<file path="src/rtl/pc_update_unit_if.sv">
// Bus between the microprogram sequencer / branch logic and the PC update stage.
// master: sequencer side (drives strobes, observes PC state).
// slave:  the PC update unit itself.
interface pc_update_unit_if #(
  parameter int CNT_W = 32
);
  logic             branch_taken;
  logic             jump;
  logic             jalr;
  logic             target_load;
  logic [31:0]      target_in;
  logic             pc_write;
  logic             is_branch;
  logic             trap_ack;
  logic [31:0]      pc;
  logic [31:0]      pc_plus4;
  logic [31:0]      link_addr;
  logic             trap;
  logic [31:0]      bad_addr;
  logic [CNT_W-1:0] branch_count;
  logic [CNT_W-1:0] taken_count;

  modport master (
    output branch_taken, jump, jalr, target_load, target_in,
           pc_write, is_branch, trap_ack,
    input  pc, pc_plus4, link_addr, trap, bad_addr,
           branch_count, taken_count
  );

  modport slave (
    input  branch_taken, jump, jalr, target_load, target_in,
           pc_write, is_branch, trap_ack,
    output pc, pc_plus4, link_addr, trap, bad_addr,
           branch_count, taken_count
  );
endinterface

</file>
<file path="src/rtl/pc_update_unit.sv">
// Program-counter update stage: captures a redirect target, commits the next PC
// (sequential, redirected or trap vector), traps on misaligned redirect targets
// until acknowledged, and counts committed / taken conditional branches.
module pc_update_unit #(
  parameter logic [31:0] RESET_PC    = 32'h0000_0000,
  parameter logic [31:0] TRAP_VECTOR = 32'h0000_0100,
  parameter int          CNT_W       = 32
) (
  input logic          clk,
  input logic          reset,
  pc_update_unit_if.slave bus
);

  typedef enum logic [1:0] {
    IDLE  = 2'd0,
    ARMED = 2'd1,
    TRAP  = 2'd2
  } state_t;

  state_t           state;
  logic [31:0]      pc_val;
  logic [31:0]      target;
  logic [31:0]      link;
  logic [31:0]      bad;
  logic             trap_flag;
  logic [CNT_W-1:0] br_cnt;
  logic [CNT_W-1:0] tk_cnt;

  logic [31:0]      seq_pc;
  logic [31:0]      captured;
  logic             redirect;
  logic             misaligned;
  logic             trap_commit;

  // Sequential successor wraps naturally modulo 2^32.
  assign seq_pc      = pc_val + 32'd4;
  // JALR targets have bit 0 forced low on capture.
  assign captured    = bus.target_in & ~{31'd0, bus.jalr};
  assign redirect    = bus.jump | bus.branch_taken;
  assign misaligned  = (target[1:0] != 2'b00);
  // An ARMED commit that redirects to a misaligned target enters TRAP.
  assign trap_commit = (state == ARMED) && bus.pc_write && redirect && misaligned;

  assign bus.pc           = pc_val;
  assign bus.pc_plus4     = seq_pc;
  assign bus.link_addr    = link;
  assign bus.trap         = trap_flag;
  assign bus.bad_addr     = bad;
  assign bus.branch_count = br_cnt;
  assign bus.taken_count  = tk_cnt;

  // Control FSM with all PC, link, trap and statistics registers.
  always_ff @(posedge clk or posedge reset) begin
    if (reset) begin
      state     <= IDLE;
      pc_val    <= RESET_PC;
      target    <= 32'd0;
      link      <= 32'd0;
      bad       <= 32'd0;
      trap_flag <= 1'b0;
      br_cnt    <= '0;
      tk_cnt    <= '0;
    end else begin
      case (state)
        IDLE: begin
          // No target is held here, so every commit is sequential.
          if (bus.pc_write) begin
            pc_val <= seq_pc;
            if (bus.is_branch) begin
              br_cnt <= br_cnt + 1'b1;
              if (bus.branch_taken) tk_cnt <= tk_cnt + 1'b1;
            end
          end
          // Capture lands after this cycle's commit decision.
          if (bus.target_load) begin
            target <= captured;
            state  <= ARMED;
          end
        end

        ARMED: begin
          if (bus.pc_write) begin
            if (trap_commit) begin
              pc_val    <= TRAP_VECTOR;
              bad       <= target;
              trap_flag <= 1'b1;
              state     <= TRAP;
            end else if (redirect) begin
              pc_val <= target;
              link   <= seq_pc;
              state  <= IDLE;
            end else begin
              pc_val <= seq_pc;
              state  <= IDLE;
            end
            if (bus.is_branch) begin
              br_cnt <= br_cnt + 1'b1;
              if (bus.branch_taken && !misaligned) tk_cnt <= tk_cnt + 1'b1;
            end
          end
          // A simultaneous load re-arms with the new target unless we trapped.
          if (bus.target_load && !trap_commit) begin
            target <= captured;
            state  <= ARMED;
          end
        end

        TRAP: begin
          // Strobes are ignored until the sequencer acknowledges.
          if (bus.trap_ack) begin
            trap_flag <= 1'b0;
            state     <= IDLE;
          end
        end

        default: begin
          trap_flag <= 1'b0;
          state     <= IDLE;
        end
      endcase
    end
  end

endmodule

</file>
<file path="src/flat_wrapper.sv">
// flat-port wrapper written by rule: the top's interface ports become plain ports
module pc_update_unit_flat 
#(
  parameter logic [31:0] RESET_PC    = 32'h0000_0000,
  parameter logic [31:0] TRAP_VECTOR = 32'h0000_0100,
  parameter int          CNT_W       = 32
)
  (clk, reset, bus_branch_taken, bus_jump, bus_jalr, bus_target_load, bus_target_in, bus_pc_write, bus_is_branch, bus_trap_ack, bus_pc, bus_pc_plus4, bus_link_addr, bus_trap, bus_bad_addr, bus_branch_count, bus_taken_count);
  pc_update_unit_if #(.CNT_W(CNT_W)) bus_i ();
  input logic clk;
  input logic reset;
  input wire logic [$bits(bus_i.branch_taken)-1:0] bus_branch_taken;
  input wire logic [$bits(bus_i.jump)-1:0] bus_jump;
  input wire logic [$bits(bus_i.jalr)-1:0] bus_jalr;
  input wire logic [$bits(bus_i.target_load)-1:0] bus_target_load;
  input wire logic [$bits(bus_i.target_in)-1:0] bus_target_in;
  input wire logic [$bits(bus_i.pc_write)-1:0] bus_pc_write;
  input wire logic [$bits(bus_i.is_branch)-1:0] bus_is_branch;
  input wire logic [$bits(bus_i.trap_ack)-1:0] bus_trap_ack;
  output wire logic [$bits(bus_i.pc)-1:0] bus_pc;
  output wire logic [$bits(bus_i.pc_plus4)-1:0] bus_pc_plus4;
  output wire logic [$bits(bus_i.link_addr)-1:0] bus_link_addr;
  output wire logic [$bits(bus_i.trap)-1:0] bus_trap;
  output wire logic [$bits(bus_i.bad_addr)-1:0] bus_bad_addr;
  output wire logic [$bits(bus_i.branch_count)-1:0] bus_branch_count;
  output wire logic [$bits(bus_i.taken_count)-1:0] bus_taken_count;
  assign bus_i.branch_taken = bus_branch_taken;
  assign bus_i.jump = bus_jump;
  assign bus_i.jalr = bus_jalr;
  assign bus_i.target_load = bus_target_load;
  assign bus_i.target_in = bus_target_in;
  assign bus_i.pc_write = bus_pc_write;
  assign bus_i.is_branch = bus_is_branch;
  assign bus_i.trap_ack = bus_trap_ack;
  assign bus_pc = bus_i.pc;
  assign bus_pc_plus4 = bus_i.pc_plus4;
  assign bus_link_addr = bus_i.link_addr;
  assign bus_trap = bus_i.trap;
  assign bus_bad_addr = bus_i.bad_addr;
  assign bus_branch_count = bus_i.branch_count;
  assign bus_taken_count = bus_i.taken_count;
  pc_update_unit #(.RESET_PC(RESET_PC), .TRAP_VECTOR(TRAP_VECTOR), .CNT_W(CNT_W)) u_core (.clk(clk), .reset(reset), .bus(bus_i));
endmodule
</file>
<file path="config.mk">
export PLATFORM = sky130hd
export DESIGN_NAME = pc_update_unit_flat
export DESIGN_NICKNAME = d
export VERILOG_FILES = /design/src/rtl/pc_update_unit_if.sv /design/src/rtl/pc_update_unit.sv /design/src/flat_wrapper.sv
export SDC_FILE = /design/constraint.sdc
export NUM_CORES = 1
export LEC_CHECK = 0
export ABC_AREA = 1
export BUFFER_PORTS_ARGS = -buffer_cell sky130_fd_sc_hd__buf_4
export CAP_MARGIN = 10
export CORE_ASPECT_RATIO = 0.9
export CORE_MARGIN = 1.5
export CORE_UTILIZATION = 46
export CTS_CLUSTER_SIZE = 40
export DETAILED_ROUTE_END_ITERATION = 8
export PLACE_DENSITY = 0.8
export SLEW_MARGIN = 20
export SYNTH_ARGS = -nofsm -noshare
export SYNTH_HDL_FRONTEND = slang
export SYNTH_SLANG_ARGS = --single-unit
</file>
<file path="constraint.sdc">
create_clock -name clk -period 15 [get_ports clk]
set_input_delay 2.25 -clock clk [delete_from_list [all_inputs] [get_ports clk]]
set_output_delay 2.25 -clock clk [all_outputs]
set_load 0.01 [all_outputs]
</file>
## Word level (Yosys, flattened, before mapping)

Cells that the tools add are included.

- Register bits after elaboration: 195
- Input port bits: 41
- Output and inout port bits: 193

- Equal/unequal tests: 13
- Bitwise gates (word level): 5
- Add/sub/neg operators: 3
- Mux-type cells: 25
- Reduce and logical (&&, ||, !) cells: 19

Operator list:

| cell | count |
|---|---|
| 32-bit 2-to-1 mux | 12 |
| 32-bit case mux with 2 select lines | 3 |
| 32-bit by 1-bit adder with 32-bit output (second input constant) | 2 |
| 32-bit by 3-bit adder with 32-bit output (second input constant) | 1 |
| 32-bit AND | 1 |
| 1-bit inverter with 32-bit output | 1 |
| 2-bit != test (second input constant) | 9 |
| 3-bit AND reduction | 5 |
| 2-bit 2-to-1 mux | 5 |
| 4-bit AND reduction | 2 |
| 7-bit AND reduction | 1 |
| 2-bit case mux with 3 select lines | 1 |
| 1-bit logical AND | 5 |
| 2-bit nonzero test | 2 |
| 1-bit 2-to-1 mux | 3 |
| 3-bit != test (second input constant) | 1 |
| 1-bit case mux with 3 select lines | 1 |
| 2-bit by 1-bit equality test with 1-bit output (second input constant) | 1 |
| 2-bit equality test (second input constant) | 1 |
| 1-bit zero test | 2 |
| 2-bit zero test | 1 |
| 2-bit by 1-bit != test with 1-bit output (second input constant) | 1 |
| 1-bit inverter | 2 |
| 2-bit OR reduction | 1 |
| 1-bit OR | 1 |

## Longest topological paths before layout

Gate-level depths: netlist (run 1).

- Depth in word-level cells: 8
- Mapped depth: 12
- Mapped depth without buffers: 12

## Least setup slack after synthesis (run 1)

Ideal clock, no wire load.

- Path type: reg2out
- From: register u_core.pc_val[3] (netlist: u_core.bus.pc[3])
- To: output bus_pc_plus4[30]
- Stages on the path, launching flop included: 8
- Data arrival time: 1.495 ns
- Buffers on the path: 0
- Slack: 11.255 ns
- Path through: dfrtp_1 -> ha_1 -> nand2_1 -> nor2_2 -> nand2_1 -> nor2_2 -> nand3_1 -> nand2_1

- Longest elaborated chain between the ends: 1

Ends and longest elaborated chain:

| what | RTL line | RTL |
|---|---|---|
| start: declaration | pc_update_unit.sv:21 | `logic [31:0] pc_val;` |
| start signal: assignment | pc_update_unit.sv:68 | `pc_val <= seq_pc;` |
| start signal: assignment | pc_update_unit.sv:89 | `pc_val <= target;` |
| start signal: assignment | pc_update_unit.sv:93 | `pc_val <= seq_pc;` |
| 32-bit by 3-bit adder with 32-bit output | pc_update_unit.sv:36 | `assign seq_pc = pc_val + 32'd4;` |
| end: declaration | flat_wrapper.sv:21 | `output wire logic [$bits(bus_i.pc_plus4)-1:0] bus_pc_plus4;` |

No other way between the ends.

## Worst setup path in the final report (run 1)

- From: input bus_pc_write
- To: register u_core.link[12] (netlist: u_core.bus.link_addr[12])

- Longest elaborated chain between the ends: 5

Ends and longest elaborated chain:

| what | RTL line | RTL |
|---|---|---|
| start: declaration | flat_wrapper.sv:17 | `input wire logic [$bits(bus_i.pc_write)-1:0] bus_pc_write;` |
| 1-bit logical AND (3 in a row) | pc_update_unit.sv:42 | `assign trap_commit = (state == ARMED) && bus.pc_write && redirect && misaligned;` |
| 1-bit inverter (no source line) | - |  |
| 4-bit AND reduction (no source line) (*) | - |  |
| end signal: assignment | pc_update_unit.sv:90 | `link <= seq_pc;` |
| end: declaration | pc_update_unit.sv:23 | `logic [31:0] link;` |

Every way passes the cells marked *; elsewhere a longest branch is shown, timed or not.
A chain may end at the register's enable or synchronous reset.

==> impl_metrics.tcl, run 1 <==
set metrics [dict create \
    stdcell_count 1775 \
    grt_pass1_wl_um 44650 \
    final_cell_area_um2 12340 \
    area_delta_synth_final_pct 26.60 \
    dr_total_vias 9309 \
    synth_fp_nets 1301 \
    fin_util_pct 59.40 \
    numPortBuffers 233 \
    placed_cell_area_um2 11740 \
    cts_setup_buffers 0 \
    power.leakage_nw 6.170 \
    seq_area_um2 4880 \
    grt_overflow 0 \
    crit_fanout 47 \
    htree_levels 4 \
    cp.required_ns 15.34 \
    die_x_um 156.4 \
    status "completed" \
    fin_crit_sh_pct 34.60 \
    yosys.cell_count.top_type "nand2_1" \
    synth-seq-cells 195 \
    hold_start "u_core.bus.bad_addr[1]" \
    powerDensity_nw_per_um2 170.8 \
    drt-initial-drc-count 710 \
    row_count 50 \
    fin_skew_ns 0.01464 \
    cts.reportedPaths.clkPinSlew_ns 0.07 \
    start_util_pct 46.92 \
    vdd_drop_max_mv 0.09841 \
    finalSetupTns_ns 0 \
    routed_via_density 5.245 \
    firstDrtPassIters 6 \
    layout_setup_ws_ns 9.810 \
    async_flop_share_pct 100.0 \
    synthFlopType "dfrtp_1" \
    worstReg2RegStart "u_core.state[1]" \
    die_area_um2 22070 \
    ant_nets 0 \
    setup.worst_path.start "bus_pc_write" \
    worst_pin_slew_ns 1.116 \
    cts_buffers 17 \
    syn_inst 1257 \
    hold_viol 0 \
    startpoint_type "input port" \
    worstSetupPathType "input port to flip-flop" \
    core_area_um2 20770 \
    synth.area.top_cells "dfrtp_1, nand2_1, inv_1" \
    cts_tree "built" \
    maxCapViolCount 0 \
    r2r-end "u_core.bus.link_addr[12]" \
    synth_cell_types 41 \
    period_needed_ns 5.190 \
    critPathArrivalTime_ns 5.53 \
    rsz0062_at_grt "false" \
    reg2regPathDepth 5 \
    min_to "u_core.bus.bad_addr[1]" \
    grt_pass1_vias 8667 \
    worstSkewPairLatency_ns 0.44 \
    fmax_mhz 192.7 \
    synthDominantCellAreaShare_pct 50.08 \
    synth_warnings 0 \
    endpoint_kind "flip-flop" \
    cts-resized-gates 0 \
    hold_path_class "flip-flop to flip-flop" \
    r2r_setup_slack_ns 11.24 \
    drcViolationCount 0 \
    grt_max_degree 127 \
    io_pins 234 \
    clockBufferDepth 2 \
    ys_seq_area_share_pct 50.08 \
    worstHoldPathCells 2 \
    ctsHoldBuffers 0 \
    hpwl_um 20460 \
    post-place-ws_ns 9.385 \
    dieHeight_um 141.1 \
    synthTopCellsByCount "nand2_1, dfrtp_1, inv_1" \
    power_mw 2.108 \
    slew_headroom_pct 25.44 \
    wire_per_inst_um 15.84 \
    netlist_area_um2 9744 \
    grt_usage_pct 25.75 \
    dp.cells 1743 \
    n_antenna_cell 0 \
    wirelength_um 28120 \
    multiInputGateArea_um2 4184 \
    maxSlewViolCount 0 \
    yosys.area.top_type "dfrtp_1" \
    antenna_found_initial 0 \
    layout.nets 1520 \
    finalSetupViolCount 0 \
    cts.sinks 195 \
    synth-edff-count 0 \
    clock-root-buffer "clkbuf_16" \
    hold_ws_ns 0.4798 \
    drive_gt1_share_pct 20.21 \
    n_fill_cell 1892 \
    syn_area_per_cell_um2 7.752 \
    place.gp.congestion 0.8897 \
]
-- worst max-delay path, cell delays in order --
cell	delay, ns
buf_4	0.09
inv_1	0.06
nor2_4	0.70
nand3_1	0.40
nor2_4	0.95
clkinv_1	0.70
o21ai_0	0.35
-- how the worst max path moves through the flow --
stage | cells past startpoint | slack (ns) | endpoint
2_1_floorplan | 1 | 7.44 | u_core.bus.bad_addr[0]
3_3_place_gp | 7 | 9.58 | u_core.bus.link_addr[0]
3_5_place_dp | 7 | 9.38 | u_core.bus.link_addr[12]
4_1_cts | 7 | 9.85 | u_core.bus.link_addr[12]
5_1_grt | 7 | 9.50 | u_core.bus.link_addr[6]
6_report | 7 | 9.81 | u_core.bus.link_addr[12]
-- kinds of logic (layout without fill, tap and decap cells) --
group                      count (synthesis)  after routing  synth area share [%]
xor gates and xnor gates                  54             54                 4.854
AOI/OAI and AO/OA                        172            172                 9.335
buffers and inverters                    178            410                 7.190
DFF                                      195            195                 50.08
adders and majority gates                  3              3                0.3852
and+or+nand+nor                          655            655                 28.16
-- metal layers --
| metal | part of all wire (%) | GRT usage (%) | vias to the layer above |
|---|---|---|---|
| li1 | - | - | 4427 |
| met1 | 42 | 35.48 | 4376 |
| met2 | 47 | 41.92 | 464 |
| met3 | 9.0 | 4.919 | 42 |
| met4 | 1.6 | 6.366 | 0 |
| met5 | 0 | 0 | - |
-- layout make-up --
type | instances | area share (%)
clock buffer | 18 | 3.479
multi-input combinational | 884 | 33.91
sequential | 195 | 39.55
inverter | 142 | 4.412
tap | 286 | 2.901
clock inverter | 14 | 1.379
timing repair buffer | 236 | 14.36
-- state kept, by name, summed over array words and instances (netlist names) --
name	flops
u_core.bus.bad_addr	32
u_core.bus.branch_count	32
u_core.bus.link_addr	32
u_core.bus.pc	32
u_core.bus.taken_count	32
u_core.target	32
u_core.state	2
u_core.bus.trap	1
-- power by group --
part / leakage, nW / internal (mW) / switching [mW] / total, mW
Clock: 0.293 / 0.252 / 0.220 / 0.472
Combinational: 3.46 / 0.349 / 0.450 / 0.799
Sequential: 2.42 / 0.682 / 0.155 / 0.837
Total: 6.17 / 1.28 / 0.825 / 2.11
-- layout by cell type, fill, tap and decap left out, types with 2 or more instances in the layout --
cell type  instances
nand2_2            3
nor3_1            19
nand2_1          399
nor4_1             2
nand3_2            3
a31o_2             2
nand3_1           54
inv_6              2
o211ai_1           3
nor3_2             4
nor2_4             4
bufinv_16          2
clkbuf_16         17
dfrtp_1          195
nor2_1           126
o21ai_0           96
buf_4            236
inv_8              5
a31oi_1           21
ha_1               3
a21oi_1           46
xnor2_1           22
inv_2              2
clkinv_2           2
xor2_1            32
nand3b_1           5
nor3b_1            2
clkinv_4           4
nand4_1           18
inv_1            136
and2_1             2
nor2_2            10
Note: power is estimated with default switching activity, not from simulation.
==> run 2, diff against run 1 <==
- ABC_AREA: 1 -> 0
- PLACE_DENSITY: 0.8 -> 0.84
- clock period: 15 -> 4.24 ns (I/O delays scaled with it)
==> run 2 against run 1 <==
Effect of this change:
- combinational power rose to 3.5 times the previous value
- first-iteration DRC count fell by 30%
- design area shrank 6.0%
- global-route usage decreased by 2.3 points
- hold slack lost 0.19 ns
- sequential cell count unchanged
- total power increased to 3.5 times the previous value
- critical path type is now flip-flop to primary output
- largest cell class unchanged
- highest routed layer unchanged
==> impl_metrics.tcl, run 2 <==
set metrics [dict create \
    status "completed" \
    critPathArrivalTime_ns 2.72 \
    die_area_um2 20390 \
    yosys.area_share.simple_pct 14.91 \
    crit_fanout 8 \
    cts_setup_buffers 0 \
    reg2regPathDepth 5 \
    synth-seq-cells 195 \
    vdd_drop_max_mv 0.3125 \
    cts.sinks 195 \
    layout.nets 1034 \
    hold_viol 0 \
    synth_fp_nets 806 \
    drive_gt1_share_pct 39.08 \
    synthMuxAreaShare_pct 11.87 \
    synthAdderAreaFrac_pct 0.4176 \
    powerDensity_nw_per_um2 644.8 \
    hpwl_um 16880 \
    final_common_cell "buf_4" \
    htree_levels 4 \
    n_antenna_cell 0 \
    yosys.cell_count.top_type "dfrtp_1" \
    syn_inst 762 \
    final_cell_mix "buf_4, dfrtp_1, mux2_2" \
    start_util_pct 46.92 \
    fin_crit_sh_pct 79.04 \
    slew_headroom_pct 36.26 \
    finalSetupViolCount 0 \
    worstSetupPathType "flip-flop to primary output" \
    grt_pass1_wl_um 36670 \
    cts.reportedPaths.clkPinSlew_ns 0.07 \
    wirelength_um 23590 \
    cts_tree "built" \
    drcViolationCount 0 \
    die_x_um 150.4 \
    synthDominantCellAreaShare_pct 54.29 \
    cts_buffers 17 \
    routed_via_density 5.453 \
    synth.area.top_cells "dfrtp_1, mux2_2, xnor2_1" \
    layout_setup_ws_ns 0.8885 \
    fmax_mhz 298.4 \
    grt_usage_pct 23.46 \
    area_delta_synth_final_pct 29.01 \
    numPortBuffers 233 \
    ys_seq_area_share_pct 54.29 \
    clockBufferDepth 2 \
    yosys.area.top_type "dfrtp_1" \
    io_pins 234 \
    clock-root-buffer "clkbuf_16" \
    grt_pass1_vias 6537 \
    firstDrtPassIters 5 \
    synth-compound-area-share_pct 7.085 \
    dr_total_vias 6833 \
    syn_area_per_cell_um2 11.80 \
    cp.required_ns 3.60 \
    synth_warnings 0 \
    ant_nets 0 \
    netlist_area_um2 8989 \
    worst_pin_slew_ns 0.9560 \
    fin_skew_ns 0.01380 \
    grt_overflow 0 \
    hold_path_class "input port to asynchronous set/reset pin" \
    core_area_um2 19160 \
    post-place-ws_ns 1.047 \
    synth_xor_area_share_pct 8.769 \
    ctsHoldBuffers 0 \
    cts-resized-gates 0 \
    antenna_found_initial 0 \
    power.leakage_nw 5.365 \
    drt-initial-drc-count 498 \
    wire_per_inst_um 18.82 \
    synthFlopType "dfrtp_1" \
    maxCapViolCount 0 \
    worstSkewPairLatency_ns 0.43 \
    synthTopCellsByCount "dfrtp_1, mux2_2, xnor2_1" \
    synth-edff-count 0 \
    dieHeight_um 135.6 \
    async_flop_share_pct 100.0 \
    place.gp.congestion 0.9015 \
    rsz0062_at_grt "false" \
    grt_max_degree 196 \
    row_count 48 \
    endpoint_kind "primary output" \
    synth_top_family_by_area "simple AND/OR/NAND/NOR gates" \
    maxSlewViolCount 0 \
    startpoint_type "flip-flop" \
    synth_cell_types 64 \
    finalSetupTns_ns 0 \
    period_needed_ns 3.351 \
    power_mw 7.477 \
]
[run 2: cell count changes in the layout (fill, tap and decap cells not counted), sizes merged, moves of 10 or more]
cell   delta
o21ai    -84
nor2     -91
a21oi    -21
nand3    -15
and3     +14
xnor2    +38
a31oi    -13
mux2     +93
and4     +10
nand2   -350
inv     -130
[run 2: logic make-up after synthesis]
kind of cell,Yosys count
compound gates,92
xor+xnor,90
flops,195
simple gates,239
mux,95
buf+inv,48
fa+ha+maj,3
[run 2: layer usage]
| metal | vias up | track usage [%] | share of wire, % |
|---|---|---|---|
| met5 | - | 0 | 0 |
| met4 | 0 | 8.442 | 2.8 |
| met3 | 38 | 4.983 | 6.3 |
| met2 | 261 | 35.63 | 47 |
| met1 | 3361 | 33.16 | 44 |
| li1 | 3173 | - | - |
[run 2: worst paths after layout]
check	from	end	slack (ns)
setup / recovery	u_core.bus.pc[2]	bus_pc_plus4[18]	0.89
hold / removal	reset	u_core.bus.link_addr[22]	0.29
setup reg to reg	u_core.state[1]	u_core.bus.bad_addr[22]	1.77
hold reg to reg	u_core.bus.branch_count[31]	u_core.bus.branch_count[31]	0.47
max in group asynchronous	reset	u_core.bus.branch_count[7]	2.96
min in group clk	bus_target_in[5]	u_core.target[5]	0.43
[run 2: layout make-up]
type | count | area, um^2
Multi-Input combinational cell | 519 | 3897
Clock inverter | 10 | 148.9
Clock buffer | 22 | 444.2
Timing Repair Buffer | 243 | 1857
Tap cell | 250 | 312.8
Fill cell | 1555 | 7562
Inverter | 14 | 56.30
Sequential cell | 195 | 4880
[run 2: power breakdown]
group	total [mW]	switching, mW	internal (mW)	leakage (nW)
clock	1.66	0.723	0.939	0.285
combinational	2.78	1.32	1.46	2.67
sequential	3.04	0.605	2.43	2.41
[run 2: critical path, stage by stage (launching register included)]
cell and delay (ns):
dfrtp_1 0.48, ha_1 0.32, nand2_1 0.17, nor4_4 0.53
and3_1 0.30, xor2_1 0.30, buf_4 0.18
[run 2: stage by stage]
stage | std cells | area (um^2) | hold WS [ns] | util, %
after global routing | 1253 | 11600 | 0.3094 | 60.53
after CTS | 1252 | 11560 | 0.4169 | 60.34
after floorplan | 762 | 8992 | 0.4749 | -
after detailed placement | 1220 | 10970 | 0.4644 | 57.24
final | 1253 | 11600 | 0.2879 | 60.53
after global placement | 1220 | 10970 | 0.4664 | 57.24
==> run 3, diff against run 2 <==
- ABC_AREA: 0 -> 1
- PLACE_DENSITY: 0.84 -> 0.8
- clock period: 4.24 -> 3.2 ns (I/O delays scaled with it)
==> run 3 against run 2 <==
Effect of this change:
- core utilization is 0.71 points lower
- register-to-register slack lost 0.89 ns
- global-route usage is 2.1 points higher
- clock skew shrank 0.0011 ns
- count of clock-buffer cells in the layout fell by 3
- first-iteration DRC count is 39% higher
- non-clock buffer count stayed put
- clock power up 37%
- worst setup slack got worse by 0.53 ns
- sequential cell count unchanged
- total power increased by 33%
- sequential share of layout area decreased by 2.8 points
==> impl_metrics.tcl, run 3 (synthesized netlist as in run 1, its figures left out) <==
set metrics [dict create \
    start_util_pct 46.92 \
    die_area_um2 22070 \
    worstReg2RegStart "u_core.state[1]" \
    dp.cells 1750 \
    io_pins 234 \
    maxCapViolCount 0 \
    maxSlewViolCount 0 \
    grt_pass1_wl_um 44280 \
    cts.sinks 195 \
    wirelength_um 28000 \
    layout.nets 1527 \
    n_antenna_cell 0 \
    finalSetupTns_ns 0 \
    drcViolationCount 0 \
    cp.buffers_inverters 1 \
    drive_gt1_share_pct 20.47 \
    hold_viol 0 \
    stdcell_count 1781 \
    period_needed_ns 2.842 \
    worst_pin_slew_ns 1.026 \
    place.gp.congestion 0.9450 \
    antenna_found_initial 1 \
    grt_pass1_vias 8636 \
    power.leakage_nw 6.217 \
    cts.reportedPaths.clkPinSlew_ns 0.07 \
    critical_path_depth 8 \
    row_count 50 \
    grt_overflow 0 \
    fmax_mhz 351.8 \
    wire_per_inst_um 15.72 \
    fin_skew_ns 0.01266 \
    routed_via_density 5.195 \
    firstDrtPassIters 5 \
    die_x_um 156.4 \
    rsz0062_at_grt "false" \
    hold_path_class "input port to asynchronous set/reset pin" \
    core_area_um2 20770 \
    worstSkewPairLatency_ns 0.44 \
    setup.worst_path.start "u_core.bus.pc[2]" \
    grt_max_degree 80 \
    crit_fanout 7 \
    htree_levels 4 \
    dieHeight_um 141.1 \
    crit_family "simple AND/OR/NAND/NOR gates" \
    path_cells "ha_1, nand2_1, nor2_2, nand2_1, nor2_2, nand3_1, nand2_1, buf_4" \
    worstSetupPathType "flip-flop to primary output" \
    cp_common_cell "nand2_1" \
    endpoint_kind "primary output" \
    slew_headroom_pct 31.41 \
    final_common_cell "nand2_1" \
    cts_tree "built" \
    dr_total_vias 9253 \
    finalSetupViolCount 0 \
    drt-initial-drc-count 693 \
    hpwl_um 20380 \
    cpPeakStageDelay_ns 0.41 \
    numPortBuffers 233 \
    cts-resized-gates 0 \
    clockBufferDepth 2 \
    startpoint_type "flip-flop" \
    final_cell_mix "nand2_1, buf_4, dfrtp_1" \
    slowest_stage "dfrtp_1" \
    vdd_drop_max_mv 0.4453 \
    area_delta_synth_final_pct 27.49 \
    cts_setup_buffers 0 \
    grt_usage_pct 25.60 \
    cts_buffers 17 \
    cp.required_ns 2.72 \
    powerDensity_nw_per_um2 799.7 \
    critPathArrivalTime_ns 2.36 \
    ctsHoldBuffers 0 \
    ant_nets 0 \
    reg2regPathDepth 10 \
    clock-root-buffer "clkbuf_16" \
    status "completed" \
    fin_crit_sh_pct 88.82 \
]
## run 3: layer usage
metal	up-vias	track usage [%]	wire length, um
met5	-	0	13
li1	4454	-	-
met4	2	9.123	593
met1	4338	33.76	11660
met2	408	41.08	13080
met3	51	6.302	2655
## run 3: stage by stage
step / setup WS, ns / utilization, % / total power [mW] / hold slack, ns / area, um^2
5_1_grt: 0.2068 / 59.81 / 10.52 / 0.1980 / 12420
3_5_place_dp: 0.7674 / 56.87 / 7.673 / 0.4685 / 11810
3_3_place_gp: 0.8536 / 56.87 / 7.579 / 0.4583 / 11810
2_1_floorplan: 0.2016 / - / 5.658 / 0.4677 / 9748
6_report: 0.3578 / 59.81 / 9.934 / 0.1574 / 12420
4_1_cts: 0.3625 / 59.81 / 9.971 / 0.1651 / 12420
## run 3: worst paths after layout
| check | end | slack (ns) |
|---|---|---|
| setup / recovery | bus_pc_plus4[30] | 0.36 |
| hold / removal | u_core.bus.branch_count[4] | 0.16 |
| setup reg to reg | u_core.bus.pc[21] | 0.88 |
| hold reg to reg | u_core.bus.bad_addr[31] | 0.48 |
| max in group asynchronous | u_core.bus.link_addr[30] | 2.18 |
| min in group clk | u_core.state[1] | 0.24 |
## run 3: report_power, final
group	internal [mW]	total (mW)	switching, mW
sequential	3.20	3.88	0.679
clock	1.31	2.28	0.970
combinational	1.65	3.78	2.12
total	6.16	9.93	3.77
## run 3: area by class of cell
class | instances | area, um^2
clock buffer | 19 | 432.9
clock inverter | 12 | 178.9
sequential | 195 | 4880
fill | 1859 | 8347
inverter | 142 | 540.5
tap | 286 | 357.8
timing repair buffer | 243 | 1849
multi-input combinational | 884 | 4184
